### src/rtl/apb_arbiter.sv
// Round-robin arbiter sharing one APB master port among MASTERS requesters, with an ACCESS watchdog.
// Grant to ack takes 3 cycles plus slave wait states; losing requesters hold req until their own ack.
module apb_arbiter #(
  parameter int MASTERS    = 4,
  parameter int PADDR_SIZE = 16,
  parameter int PDATA_SIZE = 8,
  parameter int TIMEOUT    = 255
) (
  input  logic                          PCLK,
  input  logic                          PRESETn,
  input  logic [MASTERS-1:0]            req,
  input  logic [MASTERS*PADDR_SIZE-1:0] addr,
  input  logic [MASTERS-1:0]            write,
  input  logic [MASTERS*PDATA_SIZE-1:0] wdata,
  output logic [MASTERS-1:0]            gnt,
  output logic [MASTERS-1:0]            ack,
  output logic                          err,
  output logic [PDATA_SIZE-1:0]         rdata,
  output logic                          timeout,
  output logic                          PSEL,
  output logic                          PENABLE,
  output logic [PADDR_SIZE-1:0]         PADDR,
  output logic                          PWRITE,
  output logic [PDATA_SIZE-1:0]         PWDATA,
  input  logic [PDATA_SIZE-1:0]         PRDATA,
  input  logic                          PREADY,
  input  logic                          PSLVERR
);

  localparam int IW = (MASTERS > 1) ? $clog2(MASTERS) : 1;
  localparam int CW = (TIMEOUT > 1) ? $clog2(TIMEOUT) : 1;
  localparam logic [CW-1:0] TO_LAST = CW'((TIMEOUT > 0) ? TIMEOUT - 1 : 0);

  typedef enum logic [1:0] {IDLE, SETUP, ACCESS, DONE} state_t;

  state_t                  state_q;
  logic [IW-1:0]           last_q;
  logic [IW-1:0]           sel_q;
  logic [CW-1:0]           cnt_q;
  logic [MASTERS-1:0]      gnt_q;
  logic [MASTERS-1:0]      ack_q;
  logic                    err_q;
  logic [PDATA_SIZE-1:0]   rdata_q;
  logic                    timeout_q;
  logic                    psel_q;
  logic                    penable_q;
  logic [PADDR_SIZE-1:0]   paddr_q;
  logic                    pwrite_q;
  logic [PDATA_SIZE-1:0]   pwdata_q;

  logic                    pick_vld;
  logic [IW-1:0]           pick_idx;
  logic [MASTERS-1:0]      pick_gnt;
  logic [PADDR_SIZE-1:0]   pick_addr;
  logic                    pick_wr;
  logic [PDATA_SIZE-1:0]   pick_wdat;

  // Pass 0 looks only above the last winner, pass 1 wraps round from requester 0.
  always_comb begin
    pick_vld  = 1'b0;
    pick_idx  = '0;
    pick_gnt  = '0;
    pick_addr = '0;
    pick_wr   = 1'b0;
    pick_wdat = '0;
    for (int p = 0; p < 2; p++) begin
      for (int i = 0; i < MASTERS; i++) begin
        if (!pick_vld && req[i] && ((p == 1) || (IW'(i) > last_q))) begin
          pick_vld    = 1'b1;
          pick_idx    = IW'(i);
          pick_gnt[i] = 1'b1;
          pick_addr   = addr[i*PADDR_SIZE +: PADDR_SIZE];
          pick_wr     = write[i];
          pick_wdat   = wdata[i*PDATA_SIZE +: PDATA_SIZE];
        end
      end
    end
  end

  always_ff @(posedge PCLK) begin
    if (!PRESETn) begin
      state_q   <= IDLE;
      last_q    <= IW'(MASTERS - 1);
      sel_q     <= '0;
      cnt_q     <= '0;
      gnt_q     <= '0;
      ack_q     <= '0;
      err_q     <= 1'b0;
      rdata_q   <= '0;
      timeout_q <= 1'b0;
      psel_q    <= 1'b0;
      penable_q <= 1'b0;
      paddr_q   <= '0;
      pwrite_q  <= 1'b0;
      pwdata_q  <= '0;
    end else begin
      ack_q     <= '0;
      timeout_q <= 1'b0;
      unique case (state_q)
        IDLE: begin
          if (pick_vld) begin
            sel_q    <= pick_idx;
            gnt_q    <= pick_gnt;
            paddr_q  <= pick_addr;
            pwrite_q <= pick_wr;
            pwdata_q <= pick_wdat;
            psel_q   <= 1'b1;
            state_q  <= SETUP;
          end
        end
        SETUP: begin
          penable_q <= 1'b1;
          cnt_q     <= '0;
          state_q   <= ACCESS;
        end
        ACCESS: begin
          // A ready slave wins over a watchdog expiring in the same cycle.
          if (PREADY) begin
            err_q     <= PSLVERR;
            rdata_q   <= pwrite_q ? '0 : PRDATA;
            psel_q    <= 1'b0;
            penable_q <= 1'b0;
            ack_q     <= gnt_q;
            state_q   <= DONE;
          end else if ((TIMEOUT > 0) && (cnt_q == TO_LAST)) begin
            err_q     <= 1'b1;
            rdata_q   <= '0;
            timeout_q <= 1'b1;
            psel_q    <= 1'b0;
            penable_q <= 1'b0;
            ack_q     <= gnt_q;
            state_q   <= DONE;
          end else if (TIMEOUT > 0) begin
            cnt_q <= cnt_q + 1'b1;
          end
        end
        DONE: begin
          gnt_q   <= '0;
          last_q  <= sel_q;
          err_q   <= 1'b0;
          rdata_q <= '0;
          state_q <= IDLE;
        end
      endcase
    end
  end

  assign gnt     = gnt_q;
  assign ack     = ack_q;
  assign err     = err_q;
  assign rdata   = rdata_q;
  assign timeout = timeout_q;
  assign PSEL    = psel_q;
  assign PENABLE = penable_q;
  assign PADDR   = paddr_q;
  assign PWRITE  = pwrite_q;
  assign PWDATA  = pwdata_q;

endmodule

### config.mk
export PLATFORM = sky130hd
export DESIGN_NAME = apb_arbiter
export DESIGN_NICKNAME = d
export VERILOG_FILES = /design/src/rtl/apb_arbiter.sv
export SDC_FILE = /design/constraint.sdc
export NUM_CORES = 1
export LEC_CHECK = 0
export CORE_UTILIZATION = 45
export CTS_BUF_LIST = sky130_fd_sc_hd__clkbuf_4 sky130_fd_sc_hd__clkbuf_8 sky130_fd_sc_hd__clkbuf_16
export DETAILED_ROUTE_END_ITERATION = 10
export PLACE_DENSITY = 0.83
export REMOVE_ABC_BUFFERS = 1
export SYNTH_ARGS = -nofsm -noshare
export SYNTH_HDL_FRONTEND = slang
export SYNTH_SLANG_ARGS = --single-unit
### constraint.sdc
create_clock -name PCLK -period 4.7 [get_ports PCLK]
set_input_delay 0.94 -clock PCLK [delete_from_list [all_inputs] [get_ports PCLK]]
set_output_delay 0.94 -clock PCLK [all_outputs]
set_load 0.05 [all_outputs]
After elaboration in Yosys (flattened, before gate mapping)

Index checks and enable logic that the tools add are counted.

Bitwise logic cells: 2
Order comparisons: 4
Reduce and logical (&&, ||, !) cells: 32
$add $sub $neg: 1
Equality and inequality tests: 8
Multiplexer cells: 70

Operators with widths:

| cell                | number |
|---|---|
| $mux 16             | 8 |
| $mux 8              | 13 |
| $pmux 8 s2          | 2 |
| $mux 1              | 30 |
| $mux 2              | 9 |
| $mux 4              | 3 |
| $reduce_and 2->1    | 6 |
| $logic_and 1x1->1   | 11 |
| $add 8x1->8 const B | 1 |
| $eq 8x8->1 const B  | 1 |
| $pmux 2 s4          | 1 |
| $pmux 4 s2          | 1 |
| $reduce_bool 2->1   | 4 |
| $logic_not 1->1     | 7 |
| $ne 2x2->1 const B  | 3 |
| $pmux 1 s2          | 3 |
| $reduce_and 3->1    | 2 |
| $eq 2x2->1 const B  | 2 |
| $gt 1x2->1 const A  | 2 |
| $gt 2x2->1 const A  | 2 |
| $ne 3x3->1 const B  | 1 |
| $reduce_or 3->1     | 1 |
| $eq 2x1->1 const B  | 1 |
| $logic_not 2->1     | 1 |
| $not 1->1           | 2 |

Bits in registers: 59
Logic and storage cells: 131

Logic depth before layout (Yosys ltp)

Gate-level depths: netlist of run 1.

Depth after elaboration: 29
Gate-level depth with buffers: 8
Depth with buffers taken out: 7

Worst setup path before layout of run 1

OpenSTA, ideal clock, no wires.

Path kind: input port to flip-flop
Start: input port req[3]
End: register paddr_q[0] (netlist: PADDR[0])
Buffers on the path: 3
Library setup time: 0.127 ns
Arrival: 2.302 ns
Stages on the path: 7
Path slack: 2.271 ns
Data required time: 4.573 ns
Cell sequence: buf_2 > or3b_4 > a311o_1 > buf_6 > buf_2 > o32ai_1 > a21oi_1

Longest elaborated chain between the ends: 16

RTL lines:

| item                              | line | text |
|---|---|---|
| start: declaration                | 11   | `input logic [MASTERS-1:0] req,` |
| $logic_and 1x1->1 (2 in a row)    | 68   | `if (!pick_vld && req[i] && ((p == 1) \|\| (IW'(i) > last_q))) begin` |
| $mux 1                            | 68   |  |
| $logic_not 1->1                   | 68   |  |
| $logic_and 1x1->1                 | 68   |  |
| $mux 1                            | 68   |  |
| $logic_not 1->1                   | 68   |  |
| $logic_and 1x1->1                 | 68   |  |
| $mux 1                            | 68   |  |
| $logic_not 1->1                   | 68   |  |
| $logic_and 1x1->1                 | 68   |  |
| $mux 1                            | 68   |  |
| $logic_not 1->1                   | 68   |  |
| $logic_and 1x1->1                 | 68   |  |
| $mux 1                            | 68   |  |
| $reduce_and 2->1 (no source line) | -    |  |
| end signal: assignment            | 104  | `paddr_q <= pick_addr;` |
| end: declaration                  | 47   | `logic [PADDR_SIZE-1:0] paddr_q;` |

Parallel ways exist; a longest one is shown, timed or not.
A chain may end at the register's enable or synchronous reset.

Final worst setup path of run 1

Start: input port req[3]
End: register paddr_q[6] (netlist: PADDR[6])

The elaborated chain is that of the path after synthesis.

==> out/metrics.yaml, run 1 <==
synth_area_leaders: "dfxtp_1 29%, a21oi_1 7.1%, o21ai_0 5.5%, a221oi_1 4.6%, o221ai_1 4.2%"
syn-cell-area_um2: 4009
io_pins: 161
vias: 5065
cp_max_fo: 18
crit_path_end_kind: "flop"
synthAdderAreaFrac_pct: 2.185
wire_per_inst_um: 19.16
gp_congestion: 0.9255
tightest_slew_ns: 1.209
die_y_um: 96.39
finalCritPeriodShare_pct: 73.95
synth_top_family_by_area: "compound AO/OA/AOI/OAI gates"
cts_hold_buf: 0
fp.dieW_um: 96.39
synthMuxAreaShare_pct: 0.7491
p_per_area_nw_per_um2: 456.6
synth_top_cell_by_area: "dfxtp_1"
synth_compound_area_share_pct: 35.71
fin_cells: 782
htreeDepth: 3
maxClockFrequency_mhz: 287.7
insertion_delay_ns: 0.36
arrival_ns: 3.73
nFillCells: 729
ys_seq_area_share_pct: 29.46
post-cts-setup-buffers: 0
multi_input_area_um2: 2522
cts_buffers: 9
io_buffers: 160
drt-initial-drc-count: 493
seq_area_um2: 1181
ys_ff_latch: 59
worstSetupPathType: "input pin to flop"
grtUsageTotal_pct: 31.69
maxCapViolCount: 0
dp_cells: 766
drc: 0
core-area_um2: 8678
initial_core_util_pct: 46.19
vias_per_cell: 6.477
drt_wl_total_um: 14980
setup_viol: 0
synth.top_cell.area_share_pct: 29.46
root_buffer: "clkbuf_8"
slew_violations: 0
fin_tns_setup_ns: 0
clockBufferDepth: 2
status: "complete, no violations"
antenna_found_initial: 0
hp-class: "flop to flop"
firstDrtPassIters: 9
required_ns: 4.96
synth.distinct_cells: 53
drive_gt1_share_pct: 5.786
antenna_left: 0
num_rows: 34
rsz0062_at_grt: "no"
crit_path_start_kind: "input pin"
grt_max_degree: 44
syn-instance-count: 536
synth.avg_cell_area_um2: 7.479
area_delta_synth_final_pct: 45.72
hpwl_um: 9997
synthArstFlopShare_pct: 0
grt_pass1_wl_um: 22600
slew_headroom_pct: 19.11
final-hold-violation-count: 0
final_nets: 792
ys.flop_type: "dfxtp_1"
ys_warn_count: 0
yosys.area_share.simple_pct: 23.10
grt_overflow: 0
min_period_ns: 3.476
place_worst_setup_slack_ns: 0.9997
synth-edff-count: 0
hold_slack_ns: 0.4773
grt_pass1_vias: 4788
p_leak_nw: 2.108
ir_worst_vdd_mv: 0.2474
path_clk_slew_ns: 0.07
cts.repair.resized: 0
cts_tree: "built"
diodes: 0
fin_ws_ns: 1.224
synthXorXnorAreaFrac_pct: 1.092
die-area_um2: 9290
clkSinkCount: 59
clock_skew_ns: 0.01333
-- synth_stat cells (all sizes together) (8+ instances only) --
| cell type | number |
|---|---|
| nor3b | 15 |
| o31ai | 17 |
| o221ai | 19 |
| a31oi | 10 |
| a21oi | 58 |
| nand3 | 30 |
| dfxtp | 59 |
| nand2 | 44 |
| inv | 25 |
| o32ai | 12 |
| nor3 | 8 |
| and3b | 12 |
| buf | 15 |
| o21ai | 47 |
| a221oi | 21 |
| nor2 | 28 |
| clkbuf | 34 |
-- worst max-delay path: stages --
cell and delay, ns:
clkdlybuf4s50_1 0.60, inv_1 0.41, a21oi_2 0.09, buf_4 0.23, nor2_1 0.94, o311ai_1 0.22
a311oi_1 0.30
-- cell families after synthesis --
kind of cell             Yosys count
AO/OA/AOI/OAI                    214
AND/OR/NAND/NOR                  174
buffers and inverters             74
flip-flops                        59
adder cells (fa/ha/maj)            7
XOR/XNOR                           5
multiplexers                       3
-- worst paths after layout --
kind | start | endpoint | slack [ns] | depth (start not counted)
setup / recovery | req[3] | PADDR[6] | 1.22 | 7
hold reg to reg | rdata[0] | rdata[0] | 0.48 | 2
setup reg to reg | last_q[1] | PADDR[6] | 1.85 | 6
hold / removal | rdata[0] | rdata[0] | 0.48 | 2
-- area by class of cell --
class | instances | area share (%)
flip-flops and latches | 59 | 20.22
inverters | 25 | 1.606
clock inverters | 6 | 1.499
repair buffers | 171 | 28.83
clock buffers | 10 | 2.356
multi-input cells | 403 | 43.18
well taps | 108 | 2.313
-- registers in the layout, indices dropped and copies added, names as in the netlist, 2 cells and up --
name,cells
PADDR,16
PWDATA,8
cnt_q,8
rdata,8
ack,4
gnt,4
last_q,2
sel_q,2
state_q,2
-- stage by stage --
stage | total power, mW | utilization, % | instance area, um^2
after detailed placement | 2.106 | 64.72 | 5617
final | 2.667 | 67.32 | 5842
after global placement | 2.081 | 64.72 | 5617
after floorplan | 1.588 | - | 3794
after CTS | 2.649 | 67.32 | 5842
after global routing | 2.794 | 67.32 | 5842
-- power breakdown --
group | internal [mW] | switching, mW
Sequential | 0.621 | 0.101
Combinational | 0.517 | 0.890
Clock | 0.314 | 0.225
Total | 1.45 | 1.22
-- cells in the final DEF, fill, tap and decap left out, types with 6 or more instances in the layout --
cell | netlist | routed
nand2_1 | 44 | 44
inv_1 | 25 | 25
a21oi_1 | 57 | 57
o21a_1 | 7 | 7
ha_1 | 7 | 7
o32ai_1 | 12 | 12
nand4_1 | 7 | 7
and3b_1 | 12 | 12
nor2_1 | 28 | 28
o21ai_0 | 44 | 44
nor3b_1 | 15 | 15
and2_1 | 6 | 6
nor2b_1 | 6 | 6
clkbuf_8 | 0 | 10
clkdlybuf4s50_1 | 0 | 160
buf_4 | 2 | 11
or3_1 | 7 | 7
o31ai_1 | 16 | 16
a31oi_1 | 10 | 10
a221oi_1 | 21 | 21
o221ai_1 | 19 | 19
nand3_1 | 30 | 30
dfxtp_1 | 59 | 59
nand2b_1 | 6 | 6
nor3_1 | 8 | 8
-- layer usage --
metal  share of wire [%]  GRT usage [%]  up-vias
met4                 3.4          15.56        0
li1                    -              -     2293
met2                  48          52.42      371
met3                 9.6          7.199       58
met5                   0              0        -
met1                  39          38.70     2343
Power figures use the tool's default switching activity.
==> inputs of run 2 (changes only) <==
Settings changed: CORE_UTILIZATION 45 to 40, PLACE_DENSITY 0.83 to 0.78.
Clock period 4.7 ns to 3 ns, I/O delays scaled along.
==> out/metrics.yaml, run 2 (synthesis results as in run 1) <==
final_common_cell: "clkdlybuf4s50_1"  # unchanged
fp.dieW_um: 102.1  # was 96.39 um
slowest_delay_ns: 0.72  # was 0.94 ns
tightest_slew_ns: 1.163  # was 1.209 ns
postLayoutCellArea_um2: 5983  # was 5842 um^2
slew_violations: 0  # unchanged
grt_pass1_wl_um: 22910  # was 22600 um
vias_per_cell: 6.138  # was 6.477
finalCritPeriodShare_pct: 86.99
final_nets: 810  # was 792
drive_gt1_share_pct: 8.382  # was 5.786%
hpwl_um: 10420  # was 9997 um
cpLargestDelayFamily: "simple AND/OR/NAND/NOR gates"  # was buffers and inverters
ir_worst_vdd_mv: 0.3370  # was 0.2474 mV
core-area_um2: 9729  # was 8678 um^2
drt_wl_total_um: 14830  # was 14980 um
worstSetupEndpoint: "PADDR[5]"  # was PADDR[6]
num_rows: 36  # was 34
ff2ff_setup_slack_ns: 0.70  # was 1.85 ns
antenna_left: 0  # unchanged
grt_max_degree: 43  # was 44
die-area_um2: 10430  # was 9290 um^2
drt-initial-drc-count: 564  # was 493
cp_common_cell: "nor2_1"
crit_path_end_kind: "flop"  # unchanged
required_ns: 3.27  # was 4.96 ns
antenna_found_initial: 0  # unchanged
diodes: 0  # unchanged
nFillCells: 861  # was 729
r2r-end: "PADDR[6]"  # unchanged
crit_chain: "clkdlybuf4s50_1 -> buf_4 -> nor2_1 -> a21boi_2 -> nor2_1 -> a221oi_1 -> a21oi_1"  # was clkdlybuf4s50_1 -> inv_1 -> a21oi_2 -> buf_4 -> nor2_1 -> o311ai_1 -> a311oi_1
post-cts-setup-buffers: 0  # unchanged
insertion_delay_ns: 0.34  # was 0.36 ns
placedInstanceArea_um2: 5787  # was 5617 um^2
gp_congestion: 0.8794  # was 0.9255
initial_core_util_pct: 41.20  # was 46.19%
final_cell_mix: "160 x clkdlybuf4s50_1, 59 x dfxtp_1, 56 x a21oi_1, 44 x nand2_1, 44 x o21ai_0"  # was 160 x clkdlybuf4s50_1, 59 x dfxtp_1, 57 x a21oi_1, 44 x nand2_1, 44 x o21ai_0
worstSetupPathType: "input pin to flop"  # unchanged
status: "complete, no violations"  # unchanged
htreeDepth: 3  # unchanged
arrival_ns: 2.88  # was 3.73 ns
cts_hold_buf: 0  # unchanged
largest_reg_flops: 16  # unchanged
setup_viol: 0  # unchanged
path_clk_slew_ns: 0.08  # was 0.07 ns
io_pins: 161  # unchanged
root_buffer: "clkbuf_8"  # unchanged
hp-class: "flop to flop"  # unchanged
wire_per_inst_um: 17.98  # was 19.16 um
final-hold-violation-count: 0  # unchanged
p_leak_nw: 2.175  # was 2.108 nW
clkSinkCount: 59  # unchanged
fin_cells: 825  # was 782
firstDrtPassIters: 5  # was 9
fin_tns_setup_ns: 0  # unchanged
cts_tree: "built"  # unchanged
total_power_mw: 4.138  # was 2.667 mW
worst-path-buf-inv: 2  # was 3
slew_headroom_pct: 22.20  # was 19.11%
rr_worst_depth: 6  # unchanged
grt_overflow: 0  # unchanged
io_buffers: 160  # unchanged
grtUsageTotal_pct: 27.58  # was 31.69%
cts.repair.resized: 0  # unchanged
reg2reg_from: "last_q[1]"  # unchanged
cts_buffers: 9  # unchanged
cp-startpoint: "req[1]"  # was req[3]
drc: 0  # unchanged
clock_skew_ns: 0.01021  # was 0.01333 ns
min_period_ns: 2.610
slowest_stage: "nor2_1"  # unchanged
cp_num_cells: 7  # unchanged
grt_pass1_vias: 4787  # was 4788
clockBufferDepth: 2  # unchanged
area_delta_synth_final_pct: 49.25  # was 45.72%
fin_util_pct: 61.50  # was 67.32%
rsz0062_at_grt: "no"  # unchanged
multi_input_area_um2: 2526  # was 2522 um^2
maxClockFrequency_mhz: 383.2
maxCapViolCount: 0  # unchanged
vias: 5064  # was 5065
crit_path_start_kind: "input pin"  # unchanged
seq_area_um2: 1181  # unchanged
dp_cells: 809  # was 766
p_per_area_nw_per_um2: 691.6  # was 456.6 nW/um^2
cp_max_fo: 14  # was 18
die_y_um: 102.1  # was 96.39 um
run 2: cell count changes in the layout (fill, tap and decap cells not counted):
cell | before | now
clkbuf_4 | 0 | 1
a21oi_2 | 1 | 2
buf_4 | 11 | 29
bufinv_16 | 2 | 1
clkbuf_8 | 10 | 9
clkinvlp_4 | 0 | 1
a21oi_1 | 57 | 56
run 2: tightest hold or removal path: cells and delay by family, from the launching register on:
family,cells,cell delay (ns)
simple gates,1,0.05
compound gates,1,0.06
flops,1,0.31
run 2: routing by layer:
layer | vias to the layer above | share of wire (%) | global-route usage [%]
li1 | 2323 | - | -
met1 | 2319 | 39 | 34.80
met2 | 361 | 48 | 46.31
met3 | 61 | 9.5 | 3.625
met4 | 0 | 3.5 | 13.52
met5 | - | 0 | 0
run 2: metrics by stage:
stage,hold slack (ns),setup WS [ns]
final,0.4769,0.3903
after detailed placement,0.4700,0.1352
after CTS,0.4856,0.4795
after global routing,0.5113,0.1943
after floorplan,0.4381,-0.5156
after global placement,0.4530,0.2389
run 2: layout make-up:
class	count	share of cell area (%)
multi-input combinational	403	42.22
timing repair buffer	189	30.41
sequential	59	19.74
tap	133	2.781
clock buffer	10	2.196
inverter	25	1.568
clock inverter	6	1.087
run 2: worst min path at each step:
| stage | from | end | slack (ns) | depth (start not counted) |
|---|---|---|---|---|
| final | rdata[0] | rdata[0] | 0.48 | 2 |
| after global routing | rdata[0] | rdata[0] | 0.51 | 2 |
| after CTS | rdata[6] | rdata[6] | 0.49 | 2 |
| after detailed placement | sel_q[0] | last_q[0] | 0.47 | 2 |
| after global placement | rdata[3] | rdata[3] | 0.45 | 2 |
| after floorplan | sel_q[0] | last_q[0] | 0.44 | 2 |
run 2: where the power goes:
| group | switching, mW | internal [mW] | total [mW] |
|---|---|---|---|
| logic | 1.41 | 0.858 | 2.27 |
| clock network | 0.350 | 0.394 | 0.744 |
| registers | 0.153 | 0.972 | 1.13 |
| total | 1.91 | 2.23 | 4.14 |
